File: src/rtl/memref_rd_streamer.sv
// Address-range read sequencer for memref_rd: issues reads, buffers returned words in a
// first-word fall-through FIFO and replays them as a valid/ready stream.
module memref_rd_streamer #(
  parameter int WIDTH      = 32,
  parameter int SIZE       = 8,
  parameter int FIFO_DEPTH = 4
) (
  input  logic                     clk,
  input  logic                     rst,
  input  logic                     tstart,
  input  logic [$clog2(SIZE)-1:0]  base,
  input  logic [$clog2(SIZE):0]    count,
  output logic                     rd_en,
  output logic [$clog2(SIZE)-1:0]  addr,
  input  logic                     dout_valid,
  input  logic [WIDTH-1:0]         dout,
  output logic                     out_valid,
  output logic [WIDTH-1:0]         out_data,
  input  logic                     out_ready,
  output logic                     busy,
  output logic                     done,
  output logic                     err
);

  localparam int AW = $clog2(SIZE);
  localparam int CW = $clog2(SIZE) + 1;
  localparam int OW = $clog2(FIFO_DEPTH + 1) + 1;
  localparam int IW = $clog2(FIFO_DEPTH);
  localparam logic [OW-1:0] DEPTH_V = OW'(FIFO_DEPTH);

  typedef enum logic [1:0] {ST_IDLE, ST_ISSUE, ST_DRAIN, ST_DONE} state_t;

  state_t            state, state_n;
  logic [CW-1:0]     cnt, cnt_n;
  logic [CW-1:0]     issued, issued_n;
  logic [AW-1:0]     ptr, ptr_n;
  logic [AW-1:0]     addr_n;
  logic              issue_n;
  logic [OW-1:0]     occ, occ_n;
  logic [OW-1:0]     infl, infl_n;
  logic [IW-1:0]     wr_ptr, rd_ptr;
  logic [WIDTH-1:0]  fifo_mem [FIFO_DEPTH];
  logic              pop, push, full, retire, err_ev;

  // Address space need not be a power of two, so wrap by compare.
  function automatic logic [AW-1:0] next_addr(input logic [AW-1:0] a);
    return (a == AW'(SIZE - 1)) ? '0 : a + AW'(1);
  endfunction

  function automatic logic [IW-1:0] next_idx(input logic [IW-1:0] i);
    return (i == IW'(FIFO_DEPTH - 1)) ? '0 : i + IW'(1);
  endfunction

  always_comb begin
    pop    = (occ != '0) && out_ready;
    full   = (occ == DEPTH_V);
    // A return with nothing outstanding is a stray and never enters the FIFO.
    retire = dout_valid && (infl != '0);
    push   = retire && (!full || pop);
    err_ev = dout_valid && ((infl == '0) || (full && !pop));
    occ_n  = occ + OW'(push) - OW'(pop);
    infl_n = infl + OW'(rd_en) - OW'(retire);

    state_n  = state;
    cnt_n    = cnt;
    issued_n = issued;
    ptr_n    = ptr;
    case (state)
      ST_IDLE: begin
        if (tstart) begin
          cnt_n    = count;
          ptr_n    = base;
          issued_n = '0;
          state_n  = (count == '0) ? ST_DONE : ST_ISSUE;
        end
      end
      ST_ISSUE: begin
        if (issued == cnt) state_n = ST_DRAIN;
      end
      ST_DRAIN: begin
        if ((occ == '0) && (infl == '0) && !rd_en) state_n = ST_DONE;
      end
      ST_DONE:  state_n = ST_IDLE;
      default:  state_n = ST_IDLE;
    endcase

    // Next-cycle issue decision: reserve a FIFO slot for every word still in flight.
    issue_n = (state_n == ST_ISSUE) && (issued_n < cnt_n) && ((occ_n + infl_n) < DEPTH_V);
    addr_n  = addr;
    if (issue_n) begin
      addr_n   = ptr_n;
      ptr_n    = next_addr(ptr_n);
      issued_n = issued_n + CW'(1);
    end
  end

  always_ff @(posedge clk or posedge rst) begin
    if (rst) begin
      state  <= ST_IDLE;
      cnt    <= '0;
      issued <= '0;
      ptr    <= '0;
      rd_en  <= 1'b0;
      addr   <= '0;
      busy   <= 1'b0;
      done   <= 1'b0;
      err    <= 1'b0;
      occ    <= '0;
      infl   <= '0;
      wr_ptr <= '0;
      rd_ptr <= '0;
    end else begin
      state  <= state_n;
      cnt    <= cnt_n;
      issued <= issued_n;
      ptr    <= ptr_n;
      rd_en  <= issue_n;
      addr   <= addr_n;
      busy   <= (state_n != ST_IDLE);
      done   <= (state == ST_DONE);
      err    <= err | err_ev;
      occ    <= occ_n;
      infl   <= infl_n;
      if (push) wr_ptr <= next_idx(wr_ptr);
      if (pop)  rd_ptr <= next_idx(rd_ptr);
    end
  end

  always_ff @(posedge clk) begin
    if (push) fifo_mem[wr_ptr] <= dout;
  end

  assign out_valid = (occ != '0);
  assign out_data  = fifo_mem[rd_ptr];

endmodule

File: config.mk
export PLATFORM = sky130hd
export DESIGN_NAME = memref_rd_streamer
export DESIGN_NICKNAME = d
export VERILOG_FILES = /design/src/rtl/memref_rd_streamer.sv
export SDC_FILE = /design/constraint.sdc
export NUM_CORES = 1
export LEC_CHECK = 0
export ABC_AREA = 0
export BUFFER_PORTS_ARGS = -buffer_cell sky130_fd_sc_hd__clkbuf_2
export CORE_MARGIN = 10
export CORE_UTILIZATION = 35
export DETAILED_ROUTE_END_ITERATION = 6
export PLACE_DENSITY = 0.63
export SLEW_MARGIN = 15
export SYNTH_ARGS = -nofsm -noshare
export SYNTH_HDL_FRONTEND = slang
export SYNTH_SLANG_ARGS = --single-unit
export TNS_END_PERCENT = 1
File: constraint.sdc
create_clock -name clk -period 11.21 [get_ports clk]
set_input_delay 1.6815 -clock clk [delete_from_list [all_inputs] [get_ports clk]]
set_output_delay 1.6815 -clock clk [all_outputs]
set_load 0.02 [all_outputs]
======== Yosys cells after proc, flatten, opt, wreduce, memory -nomap -nowiden ========
Memories as Yosys holds them, arrays and structs flattened.
Cells that the tools add are included.
cells by class
  add/subtract/negate cells ............... 9
  $lt $le $gt $ge ......................... 2
  equal/unequal tests ..................... 9
  mux-type cells .......................... 18
  bitwise gates (word level) .............. 1
  reductions and logical operators ........ 21
operator list
  operator                                                                       number
  4-bit two-way mux                                                              5
  4-bit zero test                                                                3
  2-bit two-way mux                                                              6
  3-bit two-way mux                                                              4
  1-bit logical AND                                                              9
  4-bit by 1-bit adder with 4-bit output                                         2
  2-bit equality test (second input constant)                                    4
  2-bit one-hot mux with 4 select lines                                          1
  4-bit nonzero test                                                             2
  4-bit by 1-bit subtractor with 4-bit output                                    2
  2-bit by 1-bit adder with 2-bit output (second input constant)                 2
  4-bit by 1-bit adder with 4-bit output (second input constant)                 1
  4-bit adder                                                                    1
  2-bit by 1-bit equality test with 1-bit output (second input constant)         2
  4-bit by 3-bit equality test with 1-bit output (second input constant)         1
  4-bit equality test                                                            1
  4-bit by 3-bit less-than comparator with 1-bit output (second input constant)  1
  4-bit less-than comparator                                                     1
  3-bit by 1-bit adder with 3-bit output (second input constant)                 1
  3-bit equality test (second input constant)                                    1
  1-bit zero test                                                                3
  2-bit zero test                                                                1
  1-bit logical OR                                                               2
  1-bit two-way mux                                                              2
  other kinds (2)                                                                2
storage, ports and cells
  flip-flop bits (word level) ............. 32
  RAM bits ................................ 128
  input port bits ......................... 44
  output and inout bits ................... 40
  logic and storage cells ................. 74
  memories kept ........................... 1
memory list
  name      depth  bits a word  rd ports  clocked after memory_dff  write ports  RTL line  source
  fifo_mem  4      32           1         0                         1            42        logic [WIDTH-1:0] fifo_mem [FIFO_DEPTH];

======== Depth between registers and ports, before layout ========
Gate-level depths: netlist of the first run.
  depth in word-level cells ............... 10
  depth in mapped cells ................... 18

======== Least setup slack after synthesis of the first run ========
Ideal clock, no wire load.
  path kind ............................... input-to-reg
  start ................................... input port out_ready
  end ..................................... register addr[0]
  setup time .............................. 125 ps
  arrival ................................. 4901 ps
  data required time ...................... 11085 ps
  path slack .............................. 6185 ps
  cell stages on the path ................. 15
  path buffers ............................ 1
  cell sequence ........................... nand2b_1 > a31oi_1 > and2_1 > inv_1 > ha_1 > inv_1 > ha_1 > fa_1 > ha_1 > a31oi_1 > o21bai_1 > xnor3_1 > nand2b_1 > clkbuf_1 > mux2_2
between the ends
  word-level cells in the longest chain between the ends .. 8
RTL lines
  element                                                  RTL line  source
  start, declared                                          19        input logic out_ready,
  1-bit logical AND *                                      55        pop = (occ != '0) && out_ready;
  1-bit logical OR                                         59        push = retire && (!full || pop);
  1-bit logical AND                                        59
  4-bit by 1-bit adder with 4-bit output                   61        occ_n = occ + OW'(push) - OW'(pop);
  4-bit by 1-bit subtractor with 4-bit output *            61
  net occ_n[1]                                             39        logic [OW-1:0] occ, occ_n;
  4-bit adder *                                            88        issue_n = (state_n == ST_ISSUE) && (issued_n < cnt_n) && ((occ_n + infl_n) < DEPTH_V);
  4-bit by 3-bit less-than comparator with 1-bit output *  88
  1-bit logical AND *                                      88
  end signal, assigned                                     118       addr <= addr_n;
  end, declared                                            14        output logic [$clog2(SIZE)-1:0] addr,
Mark *: on every way through the listed nets, which the timed path passes. The rest lies on a longest branch.
A chain may end at the register's enable or synchronous reset.

======== Worst setup path in the final report of the first run ========
  start ................................... input port out_ready
  end ..................................... register issued[3]
between the ends
  word-level cells in the longest chain between the ends .. 9
RTL lines
  element                                                  RTL line  source
  1-bit logical AND *                                      55
  1-bit logical OR                                         59
  1-bit logical AND                                        59
  4-bit by 1-bit adder with 4-bit output                   61
  4-bit by 1-bit subtractor with 4-bit output *            61
  net occ_n[1]                                             39
  4-bit adder *                                            88
  4-bit by 3-bit less-than comparator with 1-bit output *  88
  1-bit logical AND *                                      88
  4-bit two-way mux *                                      90        if (issue_n) begin
  net issued_n[3]                                          35        logic [CW-1:0] issued, issued_n;
  end signal, assigned                                     115       issued <= issued_n;
  end, declared                                            35
Marks and branches as above.

==> results of run 1 <==
[registers in the layout, summed over array words and instances, names as in the netlist, 2 cells and up]
name	count
cnt	4
fifo_mem	128
ptr	3
rd_ptr	2
wr_ptr	2
state	2
occ	4
addr	3
issued	4
infl	4
[per-layer routing]
layer  vias up  wire [microns]  global-route usage, %
li1       1507               -                      -
met1      1699            5080                   12.2
met2        94            6120                   17.6
met3        13             869                   4.11
met4         0             153                   3.78
met5         -               0                      0
[Yosys cell counts, drive strengths merged, types with 2 or more instances]
cell type	n	area, sq um
nor3	2	10.0
xnor2	8	70.1
mux2i	3	30.0
nand3	2	10.0
a31oi	3	18.8
nor2b	5	31.3
or4	2	18.8
mux2	11	124
nor2	5	18.8
nor4	2	12.5
xor2	3	26.3
and2	2	12.5
buf	3	11.3
o31ai	2	15.0
mux4	32	721
nor3b	3	27.5
or3b	2	17.5
o21ai	4	20.0
dfrtp	32	801
fa	2	40.0
nand2b	3	18.8
inv	25	93.8
o21bai	2	15.0
edfxtp	128	3840
a21oi	4	20.0
and3	4	25.0
nand2	2	7.51
ha	24	300
a21o	4	30.0
clkbuf	7	26.3
[layout make-up]
cell class                      count  area (sq um)
Inverter                           25          93.8
Sequential cell                   160          4650
Timing Repair Buffer               86           438
Clock inverter                     15           174
Fill cell                        1596         10300
Clock buffer                       17           425
Multi-Input combinational cell    142          1710
Tap cell                          229           287
[logic make-up after synthesis]
logic type | synth area share, %
mux | 13.5
flops | 71.7
xor+xnor | 1.84
compound gates | 2.12
fa+ha+maj | 5.25
buf+inv | 2.03
simple gates | 3.55
[through the flow]
step	util [%]	instance area [sq um]
after floorplan	-	6480
after global placement	39.6	7170
after detailed placement	39.6	7170
after CTS	43.0	7770
after global routing	43.0	7770
final	43.0	7770
[final timing paths]
path | start | end | slack [ns] | cells past startpoint
max | out_ready | issued[3] | 6.14 | 15
min | err | err | 0.49 | 1
max reg2reg | infl[2] | issued[3] | 6.65 | 16
min reg2reg | err | err | 0.49 | 1
max in group asynchronous | rst | rd_ptr[0] | 9.56 | 3
min in group asynchronous | rst | state[0] | 1.32 | 3
[power breakdown]
group	leakage [nW]	switching, mW	internal, mW
clock network	0.297	0.242	0.336
registers	1.56	0.0742	0.811
logic	1.14	0.553	0.453
total	3.00	0.869	1.60
==> flow_results.org, run 1 <==
** Logic synthesis
- In this run, synthesis inferred 128 flip-flops with an integrated enable.
- Synthesized area :: 6480 sq um
- In this run the mean area of a mapped cell was 19.2 sq um.
- Warnings, synthesis :: 0
- Synthesis inferred 160 register bits.
- In the synthesized netlist the dominant register cell turns out to be sky130_fd_sc_hd__edfxtp_1.
- When the netlist entered floorplanning its net count stood at 407.
- After technology mapping, the gate count stands at 337.
- Of all flip-flops after synthesis, the portion carrying an async set or reset was 20.0%.
- After synthesis, flip-flops and latches occupy 71.7% of the total area.
- Distinct cell type count after synthesis :: 39

** Routing
- Remaining number of nets flagged by the antenna check after routing :: 0
- TritonRoute pass-1 iters :: 5
- In the final routed layout, each cell accounts on average for 18.1 microns.
- In the routed layout, each cell is associated on average with a via count of 4.92.
- The detailed router finished its first iteration with 181 violations.
- Vias after detailed routing :: 3313
- Wire length after detailed routing :: 12200 microns
- For this run, design rule violations remaining after detail routing come to 0.

** Floorplanning
- The total area inside the core boundary comes to 18100 sq um.
- The die covers 24300 sq um.
- After floorplanning, the core was divided into 49 placement rows.
- 84 I/O pins were placed.
- The floorplan step set the die width to 156 microns.
- The floorplan step set the die height to 156 microns.
- The initial utilization of the core area, before any placement, comes to 35.8%.

** Clock network
- Worst-Skew Late Latency :: 0.42 ns
- TritonCTS built the clock tree.
- Clock root buffer :: sky130_fd_sc_hd__clkbuf_16
- Buffer count from post-CTS setup fixing :: 0
- Total of cells resized after clock tree synthesis :: 0
- Number of clock buffers inserted by TritonCTS :: 17
- The H-tree was split into 4 levels.
- Maximum clock path buffer count :: 2
- Total number of clock tree sinks :: 160
- Number of buffers inserted by hold repair at cts :: 0
- Clock transition time at the flip-flop clock pins of the worst setup and hold paths :: 0.06 ns

** Power
- VDD sags by at most 236 uV.
- Dividing total power by cell area gives a power density of 318 nW/um^2.
- In this run the static leakage power is 3.00 nW.
- Sum of internal, switching and leakage power :: 2.47 mW

** STA
- Transition time at the pin with the least slew margin :: 1.07 ns
- Setup slack closes at 6.14 ns.
- The routed design could run at a clock period as short as 5.07 ns.
- In the final timing run, aggregate negative setup slack is 0 ns.
- The final count of hold timing violations was 0.
- Maximum clock frequency :: 197 MHz
- Headroom to the max-slew limit came out at 28.3%.
- Setup violations, final :: 0
- Unrepaired setup endpoints after global routing :: no
- The number of max-slew violations in the final report is 0.
- Final hold analysis gives a worst-case slack of 0.490 ns.
- The worst path uses 45.2% of the clock period.
- Clk_skew :: 0.0118 ns

** Setup path
- At the worst endpoint, the required time is 11.55 ns.
- Crit-path cells :: clkbuf_2 -> nand2b_1 -> a31oi_1 -> and2_1 -> inv_1 -> ha_1 -> inv_1 -> ha_1 -> fa_1 -> ha_1 -> a31oi_1 -> xnor2_1 -> or4_4 -> or4_1 -> a21oi_1
- Biggest cell delay along the critical path :: 0.51 ns
- Along the worst path, the maximum fanout reaches 6.
- Arrival @ worst endpoint :: 5.41 ns
- The worst setup path is captured at a flop.
- CP bufs+invs :: 3
- The worst setup path is of the input pin to flop kind.
- Grouping stages by cell kind, the critical path spends the most delay in simple AND/OR/NAND/NOR gates.
- Among all stages on the critical path, the largest delay is contributed by sky130_fd_sc_hd__or4_4.
- Worst path most repeated cell :: sky130_fd_sc_hd__ha_1
- STA classifies the critical path startpoint as an input pin.

** Layout
- The library cells used most frequently in the layout, excluding fill and tap cells, are 128 x sky130_fd_sc_hd__edfxtp_1, 83 x sky130_fd_sc_hd__clkbuf_2, 32 x sky130_fd_sc_hd__mux4_2, 31 x sky130_fd_sc_hd__dfrtp_1, 25 x sky130_fd_sc_hd__inv_1.
- Fraction of layout cells with a size suffix above 1 :: 37.3%
- Inserted Diodes :: 0
- The library cell used most frequently in the layout, excluding fill and tap cells, is sky130_fd_sc_hd__edfxtp_1.
- Relative to the synthesized area, the layout overhead comes to 20.0%.
- # nets final :: 502
- Final instance count without filler cells :: 674

** Global route
- Sum of overflow across all layers after global routing :: 0
- Entering global routing, the biggest net connects 33 pins.
- Via count of the first global-routing pass :: 3598
- Total Routing Usage GR :: 10.6%
- Number of antenna violations at the first check in global routing :: 0
- The first global-routing pass estimated 19500 microns of wire.

** Placement
- The congestion estimate from routability-driven global placement came to 0.757.
- Total instance count after detailed placement :: 642
- HPWL Detailed :: 8050 microns
- OpenSTA, run right after detailed placement, puts the worst setup slack at 5.74 ns.
- In this run the tool buffered the top-level ports with 83 buffer cells.

** Min path
- The worst hold path belongs to the class flop to flop.

** Flow run
- The tool flagged a number of max-cap violations equal to 0.

** Outcome
- The flow ran to the end, and the final reports show no timing, DRC or antenna violations.
(Power assumes the default switching activity.)
==> inputs of run 2 (changes only) <==
PLACE_DENSITY = 0.65   (was 0.63)
clock period = 4.1 ns   (was 11.21 ns; I/O delays follow)
==> flow_results.org, run 2 (synthesized netlist as in run 1, its figures left out) <==
** Outcome
- Run status :: complete, no violations

** Layout
- Largest Register :: fifo_mem
- Core utilization of the finished layout :: 43.5% (+0.50 points)
- The proportion of layout cells with a drive suffix above 1 is 39.7% (+2.4 points).
- The post-route cell area is 7860 sq um (+1.2%).
- Inserted Diodes :: 0 (unchanged)
- The number of flip-flops in the largest register came to 128 (unchanged).
- The area occupied by registers came to 4650 sq um (about the same).
- The count of nets after finishing was 508 (+1.2%).
- Layout-stage area growth over the synthesis result :: 21.3%
- Multi-input gate area in the final layout :: 1750 sq um (+2.7%)
- Most frequent standard cell in the layout excluding fill and tap cells :: sky130_fd_sc_hd__edfxtp_1
- The top cell types in the final layout, fill and taps aside, are 128 x sky130_fd_sc_hd__edfxtp_1, 83 x sky130_fd_sc_hd__clkbuf_2, 32 x sky130_fd_sc_hd__mux4_2, 30 x sky130_fd_sc_hd__dfrtp_1, 25 x sky130_fd_sc_hd__inv_1.
- Fill cell instance count of the final layout :: 1596 (unchanged)

** Routing
- Starting DRT DRC Count :: 200 (+10%)
- The total number of vias came to 3297 (-0.48%).
- The mean routed wirelength per cell was 18.7 microns (+3.0%).
- DRC violation count after routing :: 0 (unchanged)
- The length of the first detailed-routing pass in iterations was 4 (-1).
- Remaining number of nets flagged by the antenna check after routing :: 0 (unchanged)
- Wire length after detailed routing :: 12700 microns (+3.9%)
- The via-per-instance ratio was 4.85 (-1.4%).

** Clock network
- The insertion delay to the later sink of the worst-skew pair was 0.42 ns (about the same).
- The number of clock sinks seen by CTS came to 160 (unchanged).
- TritonCTS clock tree :: built
- The H-tree depth came to 4 (unchanged).
- The maximum clock path buffer count came to 2 (unchanged).
- Clock transition time at the flip-flop clock pins of the worst setup and hold paths :: 0.06 ns (about the same)
- Number of clock buffers inserted by TritonCTS :: 17 (unchanged)
- The cell sitting at the root of the clock tree is a sky130_fd_sc_hd__clkbuf_16.

** STA
- Dividing the final minimum period by the clock period gives 96.0%.
- Setup violations, final :: 0 (unchanged)
- The final count of hold timing violations was 0 (unchanged).
- Clk_skew :: 0.0123 ns (+0.000445 ns)
- The max-slew headroom at the worst pin was 38.0% (+9.7 points).
- The number of max-slew violations in the final report came to 0 (unchanged).
- The final worst-path setup slack came to 0.163 ns (-5.98 ns).
- Final critical path time including I/O delays and setup :: 3.94 ns
- Maximum clock frequency :: 254 MHz
- The pin slew with the least headroom to its limit came to 0.930 ns (-0.141 ns).
- Smallest hold slack :: 0.252 ns (-0.238 ns)

** Power
- Comb pwr share :: 41.3% (+0.6 points)
- The share of total power in sequential cells is 35.9% (about the same).
- The switching power total came to 2.45 mW (+180%).
- Highest ir drop seen on vdd :: 816 uV (+250%)
- Internal Pwr Total :: 4.54 mW (+180%)
- Leakage component of the power :: 3.04 nW (+1.2%)
- The clock power share was 22.7% (-0.7 points).
- Power density over the cells :: 889 nW/um^2 (+180%)
- The switching part of the total power came to 35.1% (-0.13 points).

** Floorplanning
- Effective utilization at floorplan :: 35.8% (unchanged)
- DIE WIDTH :: 156 microns (unchanged)
- Placeable Area :: 18100 sq um (unchanged)
- Die extent in y :: 156 microns (unchanged)
- The number of top-level pins came to 84 (unchanged).
- The row count is 49 (unchanged).
- Area of the die :: 24300 sq um (unchanged)

** Global route
- Wire length of the first global-routing pass :: 20200 microns (+3.6%)
- The total overflow reported by the global router was 0 (unchanged).
- Maximum number of pins on one net before global-route repair :: 35 (+6.1%)
- Total Routing Usage GR :: 10.9% (+0.32 points)
- Number of antenna violations at the first check in global routing :: 0 (unchanged)
- The via count of the first global-routing pass came to 3714 (+3.2%).

** Setup path
- Arrival @ worst endpoint :: 4.28 ns (-1.13 ns)
- Critical Path Start :: occ[2]
- The worst register-to-register path begins at occ[2].
- Category of the critical setup timing path :: flop to flop
- The required time of the critical path came to 4.45 ns (-7.10 ns).
- Setup crit start kind :: flop
- Endpoint class of the critical path :: flop
- The maximum fanout encountered on the critical timing path is 3 (-3).

** Placement
- The post-placement cell area came to 7210 sq um (+0.54%).
- The setup slack at placement came to -0.00000133 ns (-5.74 ns).
- Global placement routability congestion :: 0.782 (+3.3%)
- Buffers added on ports :: 83 (unchanged)
- HPWL Detailed :: 8170 microns (+1.5%)

** Min path
- Worst hold path class :: input pin to async pin

** Flow run
- The count of max-cap constraint violations was 0 (unchanged).
[run 2: final timing paths]
kind	endpoint	slack, ns	cells after the start
worst max-delay path	issued[3]	0.16	15
worst min register to register	err	0.48	1
max in group asynchronous	rd_ptr[1]	3.51	3
worst min-delay path	state[0]	0.25	3
worst max register to register	issued[3]	0.16	15
min in group clk	fifo_mem[1][25]	0.40	1
[run 2: per-stage QoR]
stage	instances	TNS, ns	total power, mW
6_report	680	0	6.99
4_1_cts	679	0	6.99
3_5_place_dp	647	-0.00000133	5.37
5_1_grt	680	-0.0123	7.47
2_1_floorplan	337	0	4.50
3_3_place_gp	647	0	5.25
[run 2: final cells by class]
class / count / share of cell area [%]
Sequential cell: 160 / 59.1
Tap cell: 229 / 3.65
Clock inverter: 15 / 2.18
Timing Repair Buffer: 92 / 6.14
Inverter: 25 / 1.19
Multi-Input combinational cell: 142 / 22.3
Clock buffer: 17 / 5.41
[run 2: power by group through the flow]
| stage | Sequential, mW | Combinational (mW) | Clock [mW] |
|---|---|---|---|
| 4_1_cts | 2.53 | 2.82 | 1.64 |
| 6_report | 2.51 | 2.89 | 1.59 |
| 5_1_grt | 2.58 | 3.17 | 1.72 |
| 3_3_place_gp | 2.53 | 2.72 | 0 |
| 3_5_place_dp | 2.55 | 2.81 | 0 |
| 2_1_floorplan | 2.39 | 2.11 | 0 |
[run 2: worst max-delay path, stage by stage, from the launching register on]
cell and delay, ns:
sky130_fd_sc_hd__dfrtp_1 0.39, sky130_fd_sc_hd__inv_1 0.08, sky130_fd_sc_hd__ha_1 0.15, sky130_fd_sc_hd__or3b_4 0.39, sky130_fd_sc_hd__nand2_1 0.10, sky130_fd_sc_hd__inv_1 0.05
sky130_fd_sc_hd__ha_1 0.26, sky130_fd_sc_hd__inv_1 0.04, sky130_fd_sc_hd__ha_1 0.20, sky130_fd_sc_hd__fa_1 0.55, sky130_fd_sc_hd__ha_4 0.22, sky130_fd_sc_hd__a31oi_4 0.17
sky130_fd_sc_hd__xnor2_1 0.10, sky130_fd_sc_hd__or4_4 0.50, sky130_fd_sc_hd__or4_1 0.51, sky130_fd_sc_hd__a21oi_1 0.15
[run 2: timing repair]
| item | in CTS | in global routing |
|---|---|---|
| hold buffers | 0 | 0 |
| pin swaps | 0 | 3 |
| setup buffers | 0 | 1 |
| setup endpoints to repair | 1 | 9 |
| gates resized for setup | 1 | 7 |
[run 2: per-layer routing]
layer	share of wire [%]	track usage, %	up-vias
met5	0	0	-
met4	0.81	3.91	0
met3	6.8	4.60	9
met2	50	18.2	87
met1	42	12.3	1672
li1	-	-	1529
==> inputs of run 3 (changes only) <==
REMOVE_ABC_BUFFERS = 1   (was not set)
==> flow_results.org, run 3 (synthesized netlist as in run 1, its figures left out) <==
** Layout
- fifo_mem holds more flip-flops than any other register.
- Most frequent standard cell in the layout excluding fill and tap cells :: sky130_fd_sc_hd__edfxtp_1
- Fraction of layout cells with a size suffix above 1 :: 39.8% (+0.13 points)
- The share of the core filled with cells in the final layout is 43.5% (+0.076 points).
- Inserted Diodes :: 0 (unchanged)
- # nets final :: 510 (+0.39%)
- Compared with the post-synthesis result, the final layout area differs by 21.6%.
- Max reg flops :: 128 (unchanged)
- Fill cell instance count of the final layout :: 1550 (-2.9%)
- The top cell types in the final layout, fill and taps aside, are 128 x sky130_fd_sc_hd__edfxtp_1, 83 x sky130_fd_sc_hd__clkbuf_2, 32 x sky130_fd_sc_hd__mux4_2, 30 x sky130_fd_sc_hd__dfrtp_1, 25 x sky130_fd_sc_hd__inv_1.
- The post-route cell area came to 7870 sq um (+0.18%).

** STA
- Unrepaired setup endpoints after global routing :: yes
- Worst slew margin relative to its limit :: 38.0% (-0.067 points)
- The upper clock frequency limit is 253 MHz (-0.21%).
- Min setup slack post-route :: 0.155 ns (-0.00837 ns)
- The final critical-path required period is 3.95 ns (+0.00837 ns).
- The final count of hold timing violations was 0 (unchanged).
- The pin slew with the least headroom to its limit came to 0.930 ns (-0.0000117 ns).
- Smallest hold slack :: 0.375 ns (+0.123 ns)
- The worst clock skew on the final layout is 0.0135 ns (+0.00122 ns).
- Final Cycle Share :: 96.2% (+0.20 points)
- Setup violations, final :: 0 (unchanged)
- The number of max-slew violations in the final report is 0 (unchanged).

** Floorplanning
- Effective utilization at floorplan :: 35.8% (unchanged)
- Number of top-level pins :: 84 (unchanged)
- DIE WIDTH :: 156 microns (unchanged)
- The vertical die dimension was 156 microns (unchanged).
- Number of rows in the core area :: 49 (unchanged)
- The area of the core came to 18100 sq um (unchanged).
- Area of the die :: 24300 sq um (unchanged)

** Clock network
- TritonCTS clock tree :: built
- Number of H-tree levels :: 4 (unchanged)
- Clock root buffer :: sky130_fd_sc_hd__clkbuf_16
- Maximum clock path buffer count :: 2 (unchanged)
- The number of clock sinks seen by CTS was 160 (unchanged).
- Clock transition time at the flip-flop clock pins of the worst setup and hold paths :: 0.07 ns (about the same)
- The insertion delay to the later sink of the worst-skew pair was 0.42 ns (about the same).
- The TritonCTS buffer count was 17 (unchanged).
- The total of hold buffers inserted after clock tree synthesis is 0 (unchanged).

** Placement
- Setup Slack @ Placement :: -0.0102 ns (-0.0102 ns)
- Buffers added on ports :: 83 (unchanged)
- The placer congestion estimate came to 0.767 (-1.9%).
- HPWL Detailed :: 8530 microns (+4.4%)
- Placed Area :: 7220 sq um (+0.21%)

** Setup path
- Endpoint class of the critical path :: flop
- Setup crit start kind :: flop
- The required time of the critical path was 4.46 ns (about the same).
- The maximum fanout encountered on the critical timing path was 3 (unchanged).
- Category of the critical setup timing path :: flop to flop
- The signal on the critical path passes through inv_1 -> ha_1 -> or3b_1 -> nand2_1 -> inv_1 -> ha_1 -> inv_1 -> ha_1 -> fa_1 -> ha_4 -> a31oi_4 -> xnor2_1 -> or4_4 -> or4_4 -> a21oi_2.
- The arrival time at the worst endpoint came to 4.30 ns (+0.02 ns).
- Biggest cell delay along the critical path :: 0.58 ns (+0.03 ns)
- Slowest stage cell, crit path :: sky130_fd_sc_hd__fa_1

** Routing
- The post-detailed-route DRC marker count came to 0 (unchanged).
- The via-per-instance ratio was 4.91 (+1.3%).
- The count of routing violations after the opening detailed-route iteration came to 124 (-38%).
- The final wirelength is 12800 microns (+1.2%).
- The mean routed wirelength per cell was 18.9 microns (+1.0%).
- Vias after detailed routing :: 3346 (+1.5%)
- The final antenna-violating net count was 0 (unchanged).
- The length of the first detailed-routing pass in iterations is 4 (unchanged).

** Global route
- Total Routing Usage GR :: 11.0% (+0.050 points)
- The pin count of the biggest net entering global routing is 35 (unchanged).
- The global-route wire length before repair was 20400 microns (+1.0%).
- Number of antenna violations at the first check in global routing :: 0 (unchanged)
- Sum of overflow across all layers after global routing :: 0 (unchanged)
- The via count of the first global-routing pass was 3760 (+1.2%).

** Power
- The power density relative to cell area was 889 nW/um^2 (about the same).
- The switching power total came to 2.42 mW (-1.0%).
- Clock Power Share :: 22.7% (about the same)
- Leakage component of the power :: 3.04 nW (about the same)
- The total internal power was 4.58 mW (+0.91%).
- The switching part of the total power came to 34.6% (-0.44 points).
- Comb pwr share :: 41.9% (+0.6 points)
- The maximum VDD drop came to 572 uV (-30%).
- The total power of the final layout is 7.00 mW (+0.23%).
- The share of total power in sequential cells came to 35.4% (-0.5 points).

** Min path
- In this run the worst hold path is classified as input pin to async pin.

** Flow run
- The count of max-cap constraint violations is 0 (unchanged).

** Outcome
- The run finished with clean final reports.
[run 3: worst paths after layout]
path                       cells after the start               to  slack [ns]     start
hold / removal                                 2        issued[2]        0.37       rst
setup / recovery                              15        issued[3]        0.15    occ[2]
max in group asynchronous                      3        rd_ptr[1]        3.00       rst
setup reg to reg                              15        issued[3]        0.15    occ[2]
hold reg to reg                                1              err        0.49       err
min in group clk                               1  fifo_mem[3][30]        0.42  dout[30]
[run 3: layout make-up]
type	instances	area, sq um	area share, %
Timing Repair Buffer	94	498	6.32
Clock inverter	13	163	2.07
Clock buffer	18	429	5.45
Inverter	25	93.8	1.19
Sequential cell	160	4650	59.0
Multi-Input combinational cell	142	1760	22.3
Tap cell	229	287	3.64
[run 3: worst max-delay path, delay by kind of cell (launching register included)]
family                     cells  cell delay (ns)
DFF                            1             0.39
adders and majority gates      5             1.42
xor gates and xnor gates       1             0.10
AOI/OAI and AO/OA              2             0.30
and+or+nand+nor                4             1.50
buffers and inverters          3             0.17
[run 3: timing repair]
item / 4_1_cts / 5_1_grt
pin swaps: 0 / 6
setup buffers: 0 / 1
cloned: 0 / 0
endpoints found under the setup margin: 1 / 9
resized for setup: 1 / 8
[run 3: power by group through the flow]
stage               clock (mW)  combinational (mW)  sequential [mW]
floorplan                    0                1.97             2.50
global placement             0                2.73             2.49
detailed placement           0                2.81             2.51
CTS                       1.62                2.84             2.49
global route              1.70                3.23             2.53
finish                    1.59                2.93             2.48
[run 3: per-stage QoR]
stage | setup TNS, ns | cells
CTS | 0 | 680
detailed placement | -0.0102 | 649
global placement | 0 | 649
finish | 0 | 681
global route | -0.0359 | 681
floorplan | 0 | 327
[run 3: per-layer routing]
metal / global-route usage, % / vias to the layer above / share of wire [%]
met5: 0 / - / 0
met4: 4.14 / 0 / 1.7
met3: 4.33 / 18 / 6.9
met2: 18.3 / 107 / 50
met1: 12.4 / 1700 / 42
li1: - / 1521 / -
